==> config.mk <==
export PLATFORM = sky130hd
export DESIGN_NAME = noc_arq_rx
export DESIGN_NICKNAME = d
export VERILOG_FILES = /design/src/rtl/noc_arq_rx.sv
export SDC_FILE = /design/constraint.sdc
export NUM_CORES = 1
export LEC_CHECK = 0
export CAP_MARGIN = 20
export CORE_UTILIZATION = 26
export CTS_CLUSTER_SIZE = 20
export DETAILED_ROUTE_END_ITERATION = 7
export MAX_ROUTING_LAYER = met4
export PLACE_DENSITY = 0.83
export SYNTH_ARGS = -nofsm -noshare
export SYNTH_HDL_FRONTEND = slang
export SYNTH_SLANG_ARGS = --single-unit
==> constraint.sdc <==
create_clock -name clk_i -period 2.66 [get_ports clk_i]
set_clock_uncertainty 0.15 [all_clocks]
set_input_delay 0.266 -clock clk_i [delete_from_list [all_inputs] [get_ports clk_i]]
set_output_delay 0.266 -clock clk_i [all_outputs]
set_load 0.03 [all_outputs]
==> src/rtl/noc_arq_rx.sv <==
// noc_arq_rx: ARQ receive stage. Checks the sequence number of each incoming
// NoC packet, forwards in-order packets unchanged, discards duplicates and
// out-of-order packets, and emits one cumulative ACK flit per completed packet.
//
// Optional build macro: NOC_ARQ_RX_STATS_EN
//   defined   -> saturating 16-bit forwarded/dropped packet counters
//   undefined -> stat_fwd_o / stat_drop_o tied to 0
//
// Handshake: a flit moves on a port in a cycle where its wrreq is high and the
// matching stall is low; wrreq/header/payload hold while stalled.
module noc_arq_rx #(
   parameter int NOC_HEADER_SIZE  = 16,
   parameter int NOC_PAYLOAD_SIZE = 32,
   parameter int NOC_MODE_SIZE    = 4,
   parameter logic [NOC_MODE_SIZE-1:0] MODE_ARQ_ACK = {NOC_MODE_SIZE{1'b1}},
   parameter int SEQ_WIDTH        = 4
) (
   input  logic                        clk_i,
   input  logic                        reset_i,
   input  logic                        wrreq_i,
   input  logic [NOC_HEADER_SIZE-1:0]  header_i,
   input  logic [NOC_PAYLOAD_SIZE-1:0] payload_i,
   output logic                        stall_o,
   output logic                        wrreq_o,
   output logic [NOC_HEADER_SIZE-1:0]  header_o,
   output logic [NOC_PAYLOAD_SIZE-1:0] payload_o,
   input  logic                        stall_i,
   input  logic [NOC_HEADER_SIZE-1:0]  ack_hdr_i,
   output logic                        ack_wrreq_o,
   output logic [NOC_HEADER_SIZE-1:0]  ack_header_o,
   output logic [NOC_PAYLOAD_SIZE-1:0] ack_payload_o,
   input  logic                        ack_stall_i,
   output logic [15:0]                 stat_fwd_o,
   output logic [15:0]                 stat_drop_o,
   output logic [1:0]                  state_o
);

   typedef enum logic [1:0] {
      IDLE = 2'd0,
      FWD  = 2'd1,
      DROP = 2'd2
   } state_t;

   state_t                 r_state, state_nxt;
   logic [SEQ_WIDTH-1:0]   r_exp_seq;
   logic                   r_ack_valid;
   logic [SEQ_WIDTH-1:0]   r_ack_seq;

   logic [SEQ_WIDTH-1:0]   seq_in;
   logic                   burst_in;
   logic                   fwd_done;
   logic                   drop_done;
   logic [NOC_HEADER_SIZE-1:0] ack_hdr_clean;

   assign seq_in   = header_i[SEQ_WIDTH-1:0];
   assign burst_in = header_i[NOC_HEADER_SIZE-1];
   assign state_o  = r_state;

   // State register; a reset mid-packet restarts classification at IDLE.
   always_ff @(posedge clk_i or posedge reset_i) begin
      if (reset_i) r_state <= IDLE;
      else         r_state <= state_nxt;
   end

   // Classify/forward flits and detect the packet-complete cycle.
   always_comb begin
      state_nxt = r_state;
      wrreq_o   = 1'b0;
      header_o  = '0;
      payload_o = '0;
      stall_o   = stall_i;
      fwd_done  = 1'b0;
      drop_done = 1'b0;
      case (r_state)
         IDLE: begin
            if (wrreq_i) begin
               if (seq_in == r_exp_seq) begin
                  wrreq_o   = 1'b1;
                  header_o  = header_i;
                  payload_o = payload_i;
                  if (!stall_i) begin
                     if (burst_in) state_nxt = FWD;
                     else          fwd_done  = 1'b1;
                  end
               end else begin
                  // Discarded flits are always absorbed, never stalled.
                  stall_o = 1'b0;
                  if (burst_in) state_nxt = DROP;
                  else          drop_done = 1'b1;
               end
            end
         end
         FWD: begin
            if (wrreq_i) begin
               wrreq_o   = 1'b1;
               header_o  = header_i;
               payload_o = payload_i;
               if (!stall_i && !burst_in) begin
                  state_nxt = IDLE;
                  fwd_done  = 1'b1;
               end
            end
         end
         DROP: begin
            stall_o = 1'b0;
            if (wrreq_i && !burst_in) begin
               state_nxt = IDLE;
               drop_done = 1'b1;
            end
         end
         default: state_nxt = IDLE;
      endcase
   end

   // Expected sequence advances only when a forwarded packet completes.
   always_ff @(posedge clk_i or posedge reset_i) begin
      if (reset_i)       r_exp_seq <= '0;
      else if (fwd_done) r_exp_seq <= r_exp_seq + SEQ_WIDTH'(1);
   end

   // Single-entry cumulative ACK slot: a reload overwrites a pending ACK and
   // wins over a same-cycle drain.
   always_ff @(posedge clk_i or posedge reset_i) begin
      if (reset_i) begin
         r_ack_valid <= 1'b0;
         r_ack_seq   <= '0;
      end else if (fwd_done) begin
         r_ack_valid <= 1'b1;
         r_ack_seq   <= r_exp_seq;
      end else if (drop_done) begin
         r_ack_valid <= 1'b1;
         r_ack_seq   <= r_exp_seq - SEQ_WIDTH'(1);
      end else if (!ack_stall_i) begin
         r_ack_valid <= 1'b0;
      end
   end

   // ACK flit: static return header with the burst bit cleared.
   always_comb begin
      ack_hdr_clean = ack_hdr_i;
      ack_hdr_clean[NOC_HEADER_SIZE-1] = 1'b0;
      ack_wrreq_o   = r_ack_valid;
      ack_header_o  = '0;
      ack_payload_o = '0;
      if (r_ack_valid) begin
         ack_header_o = ack_hdr_clean;
         ack_payload_o[NOC_PAYLOAD_SIZE-1 -: NOC_MODE_SIZE] = MODE_ARQ_ACK;
         ack_payload_o[SEQ_WIDTH-1:0] = r_ack_seq;
      end
   end

`ifdef NOC_ARQ_RX_STATS_EN
   logic [15:0] r_stat_fwd, r_stat_drop;

   // Saturating packet counters, stepped on the packet-complete cycle.
   always_ff @(posedge clk_i or posedge reset_i) begin
      if (reset_i) begin
         r_stat_fwd  <= '0;
         r_stat_drop <= '0;
      end else begin
         if (fwd_done && r_stat_fwd != 16'hFFFF)   r_stat_fwd  <= r_stat_fwd + 16'd1;
         if (drop_done && r_stat_drop != 16'hFFFF) r_stat_drop <= r_stat_drop + 16'd1;
      end
   end

   assign stat_fwd_o  = r_stat_fwd;
   assign stat_drop_o = r_stat_drop;
`else
   assign stat_fwd_o  = '0;
   assign stat_drop_o = '0;
`endif

endmodule

# After elaboration in Yosys (flattened, before gate mapping)
# Cells that the tools add are included.
# totals
reg_bits,11
inputBits,69
out_inout_bits,133
word_cells,67
# op_classes
add_sub_neg,2
n_eq_ne,11
mux,43
n_reduce_logical,7
# op_table
operator,n
32-bit two-way mux,3
32-bit one-hot mux with 2 select lines,1
16-bit two-way mux,3
16-bit one-hot mux with 2 select lines,1
1-bit two-way mux,17
2-bit two-way mux,8
4-bit two-way mux,4
15-bit two-way mux,1
3-bit != test (second input constant),3
2-bit != test (second input constant),4
1-bit one-hot mux with 2 select lines,4
7-bit AND reduction,1
2-bit one-hot mux with 3 select lines,1
4-bit by 1-bit adder with 4-bit output (second input constant),1
4-bit equality test,1
4-bit by 1-bit subtractor with 4-bit output (second input constant),1
3-bit by 1-bit != test with 1-bit output (second input constant),1
2-bit by 1-bit equality test with 1-bit output (second input constant),1
2-bit equality test (second input constant),1
1-bit logical AND,2
1-bit zero test,2
2-bit zero test,1
2-bit nonzero test,1

# Depth between registers and ports, before layout
# logic_depth
word_depth,6
depth_mapped,6
ltp_nobuf,5

# Least setup slack after synthesis
# No wires, ideal clock.
# synth_timing
path_kind,reg-to-output
from,register r_exp_seq[0]
to,output header_o[0]
arrival_time_ps,1690
required_ps,2244
path_slack_ps,554
stages_incl_launch_ff,7
path_buffers,2
path_cell_list,dfrtp_1 -> xnor2_1 -> a41oi_2 -> nor3b_2 -> clkbuf_2 -> buf_4 -> and2_1
# synth_between
elab_chain_len,4
# synth_lines
item,line_no,text
start: declaration,45,logic [SEQ_WIDTH-1:0] r_exp_seq;
start signal: assignment,118,else if (fwd_done) r_exp_seq <= r_exp_seq + SEQ_WIDTH'(1);
4-bit equality test,77,if (seq_in == r_exp_seq) begin
16-bit two-way mux,77,
16-bit two-way mux,76,if (wrreq_i) begin
16-bit one-hot mux with 2 select lines,74,case (r_state)
end: declaration,25,"output logic [NOC_HEADER_SIZE-1:0] header_o,"
# No other way between the ends.

# Worst setup path in the final report
# layout_timing
from,input header_i[2]
to,output header_o[11]
# layout_between
elab_chain_len,4
# layout_lines
item,line_no,text
start: declaration,21,"input logic [NOC_HEADER_SIZE-1:0] header_i,"
4-bit equality test,77,
16-bit two-way mux,77,
16-bit two-way mux,76,
16-bit one-hot mux with 2 select lines,74,
# No other way between the ends.

==> results by group <==
Setup path
  – Slowest stage delay, CP: between 400 and 500 ps
  – CP Cell Sequence: clkdlybuf4s50_1 > xnor2_1 > a41oi_2 > nor3b_4 > buf_12 > and2_1 > buf_4
  – CP required: between 2000 and 2500 ps
  – CP Data Arrival Time: between 2000 and 2500 ps
  – CP startpoint kind: input pin
  – Crit-path slowest cell: clkdlybuf4s50_1
  – Critical path class: input pin to output port
  – Max FO, Critical Path: just under 50
  – CP endpoint kind: output port

Synth
  – Share of the yosys chip area belonging to registers: 17.6%
  – Cells after synthesis: between 150 and 200
  – Synthesis warning total: 0
  – Avg Cell Area, Syn: around 7.9 um2
  – Post-synth top flop: dfrtp_1
  – Most instantiated library cell after synthesis: and2_1
  – Post-synth EDFFs: 0
  – Synth unique cells: 31
  – #FFs+latches synth: 11
  – Async SR Flop Fraction: 100%
  – Largest cells by area after synthesis: buf_4, and2_1, dfrtp_1
  – Largest area contributor in the netlist: buf_4
  – Yosys top cell area share: a little under 30%
  – Synthesized area: roughly 1600 um2
  – Synth top cells by count: and2_1, buf_4, dfrtp_1, xnor2_1, o21ai_0

Clock network
  – CTS root buffer: clkbuf_8
  – Clk buf depth: 2
  – TritonCTS clock tree: done
  – Clock transition at path regs: 50 ps
  – CTS buffer count: 3
  – # hold bufs at CTS: 0
  – Cts repair resizes: 0
  – Clk Latency, worst-skew pair: 250 ps
  – Clock Sink Count: 11
  – Postcts setup bufs: 0
  – H-Tree Depth: 1

Detailed routing
  – Routed via count: between 1500 and 2000
  – Post-DRT Antenna Nets: 0
  – Routed length per placed instance: roughly 11 um
  – Total Wirelength: 4.32 mm
  – Vias per cell: roughly 3.8
  – Residual DRC: 0
  – 1st-pass router iterations: 4
  – Drt initial violations: 19

Cells and area
  – Utilization after layout: just under 50%
  – Number of diodes: 0
  – Final instance area: about 2800 um2
  – Layout Nets: a little over 400
  – Share of layout cells above drive strength 1: between 10% and 20%
  – Area Growth Syn to Fin: 78.2%

Timing
  – Worst-Margin Slew: approximately 540 ps
  – Final Max Slew Viols: 0
  – Fin crit share: between 90% and 100%
  – F_max: 0.401 GHz
  – Min Tclk post-route: between 2000 and 2500 ps
  – Setup total negative slack: 0 ps
  – Hold Slack: between 150 and 200 ps
  – Slew HR: around 64%
  – RSZ-0062 raised after global routing: false
  – Setup-failing EPs final: 0
  – Final-report hold violation count: 0

Floorplanning
  – Die footprint: 6310 um2
  – Rows: 27
  – Initial Util: 27.7%
  – Core area: 5640 um2
  – Die W: approximately 80 um
  – Chip height: about 79 um
  – Boundary Pins: around 200

Run status
  – Status: completed

Power and ir drop
  – Power density over the cells: 381 nW/um2
  – Max VDD drop: between 200 and 250 uV
  – Pleak: between 0.001 and 0.0015 uW

Place
  – Placement Cell Area: 2740 um2
  – Dpl hpwl: roughly 3.6 mm
  – RD Place Congestion: approximately 0.8
  – I/O Buffers: approximately 140

Global routing
  – Vias in the first global route: between 1000 and 1500
  – GRT Residual Overflow: 0
  – Global Route Usage Sum: between 10% and 20%
  – Largest net degree at the start of global routing: 50
  – First-pass GRT wire length: around 6.1 mm
  – Initial antenna violation count: 0

Run
  – MaxCap Viol Count: 0

Hold path
  – Hold WC Path Type: input pin to asynchronous set/reset pin
==> metrics by stage <==
step           cells  setup WS, ps  total power (uW)
3_3_place_gp     402           218               882
2_1_floorplan    253           554               722
6_report         406           165              1060
5_1_grt          406          52.2              1120
3_5_place_dp     402           179               892
4_1_cts          406           166              1070
==> power breakdown <==
group,internal [uW],switching [uW],total [uW]
clock network,106,67.3,173
registers,211,56.2,267
logic,271,349,620
total,588,473,1060
==> critical path: cells and delay by family <==
kind                   cells  cell delay (ps)
AO/OA/AOI/OAI              1              250
AND/OR/NAND/NOR            2              440
buffers and inverters      3              840
XOR/XNOR                   1              270
==> flip-flops by register name (all words and copies together), names as in the netlist <==
signal / flops
ack_wrreq_o: 1
r_exp_seq: 4
state_o: 2
r_ack_seq: 4
==> per-layer routing <==
metal	part of all wire (%)	global-route usage, %	up-vias
met5	0	-	-
met4	1.6	5.45	0
met3	7.8	3.09	5
met2	55	23.1	85
met1	35	12.9	680
li1	-	-	769
==> area by class of cell <==
cell class                 instances  area, um2
clock buffer                       4       45.0
fill                             544       2860
inverter                           6       22.5
multi-input combinational        168        988
sequential                        11        275
tap                               72       90.1
timing repair buffer             145       1360
==> placed cells by master (no fill, tap or decap), drive strengths merged, types with 4 or more instances in the layout <==
cell           count
xnor2              8
clkbuf             4
conb              57
buf               52
nand2              4
dfrtp             11
clkdlybuf4s50     93
o21ai              6
inv                6
and2              67
==> cell families after synthesis <==
group,synth area share [%]
buf+inv,32.9
mux,3.45
xor+xnor,5.05
compound gates,6.90
fa+ha+maj,1.60
flops,17.6
simple gates,32.2
other cells,0.240
==> final timing paths <==
path / start / end / slack (ps) / cells after the start
max: header_i[2] / header_o[11] / 160 / 7
min in group clk_i: r_ack_seq[2] / r_ack_seq[2] / 330 / 1
max reg2reg: r_exp_seq[0] / r_ack_seq[1] / 690 / 5
max in group asynchronous: reset_i / r_exp_seq[3] / 1900 / 2
min reg2reg: r_ack_seq[2] / r_ack_seq[2] / 330 / 1
min: reset_i / r_ack_seq[0] / 160 / 2
No activity file was read; power rests on OpenSTA's default activity.
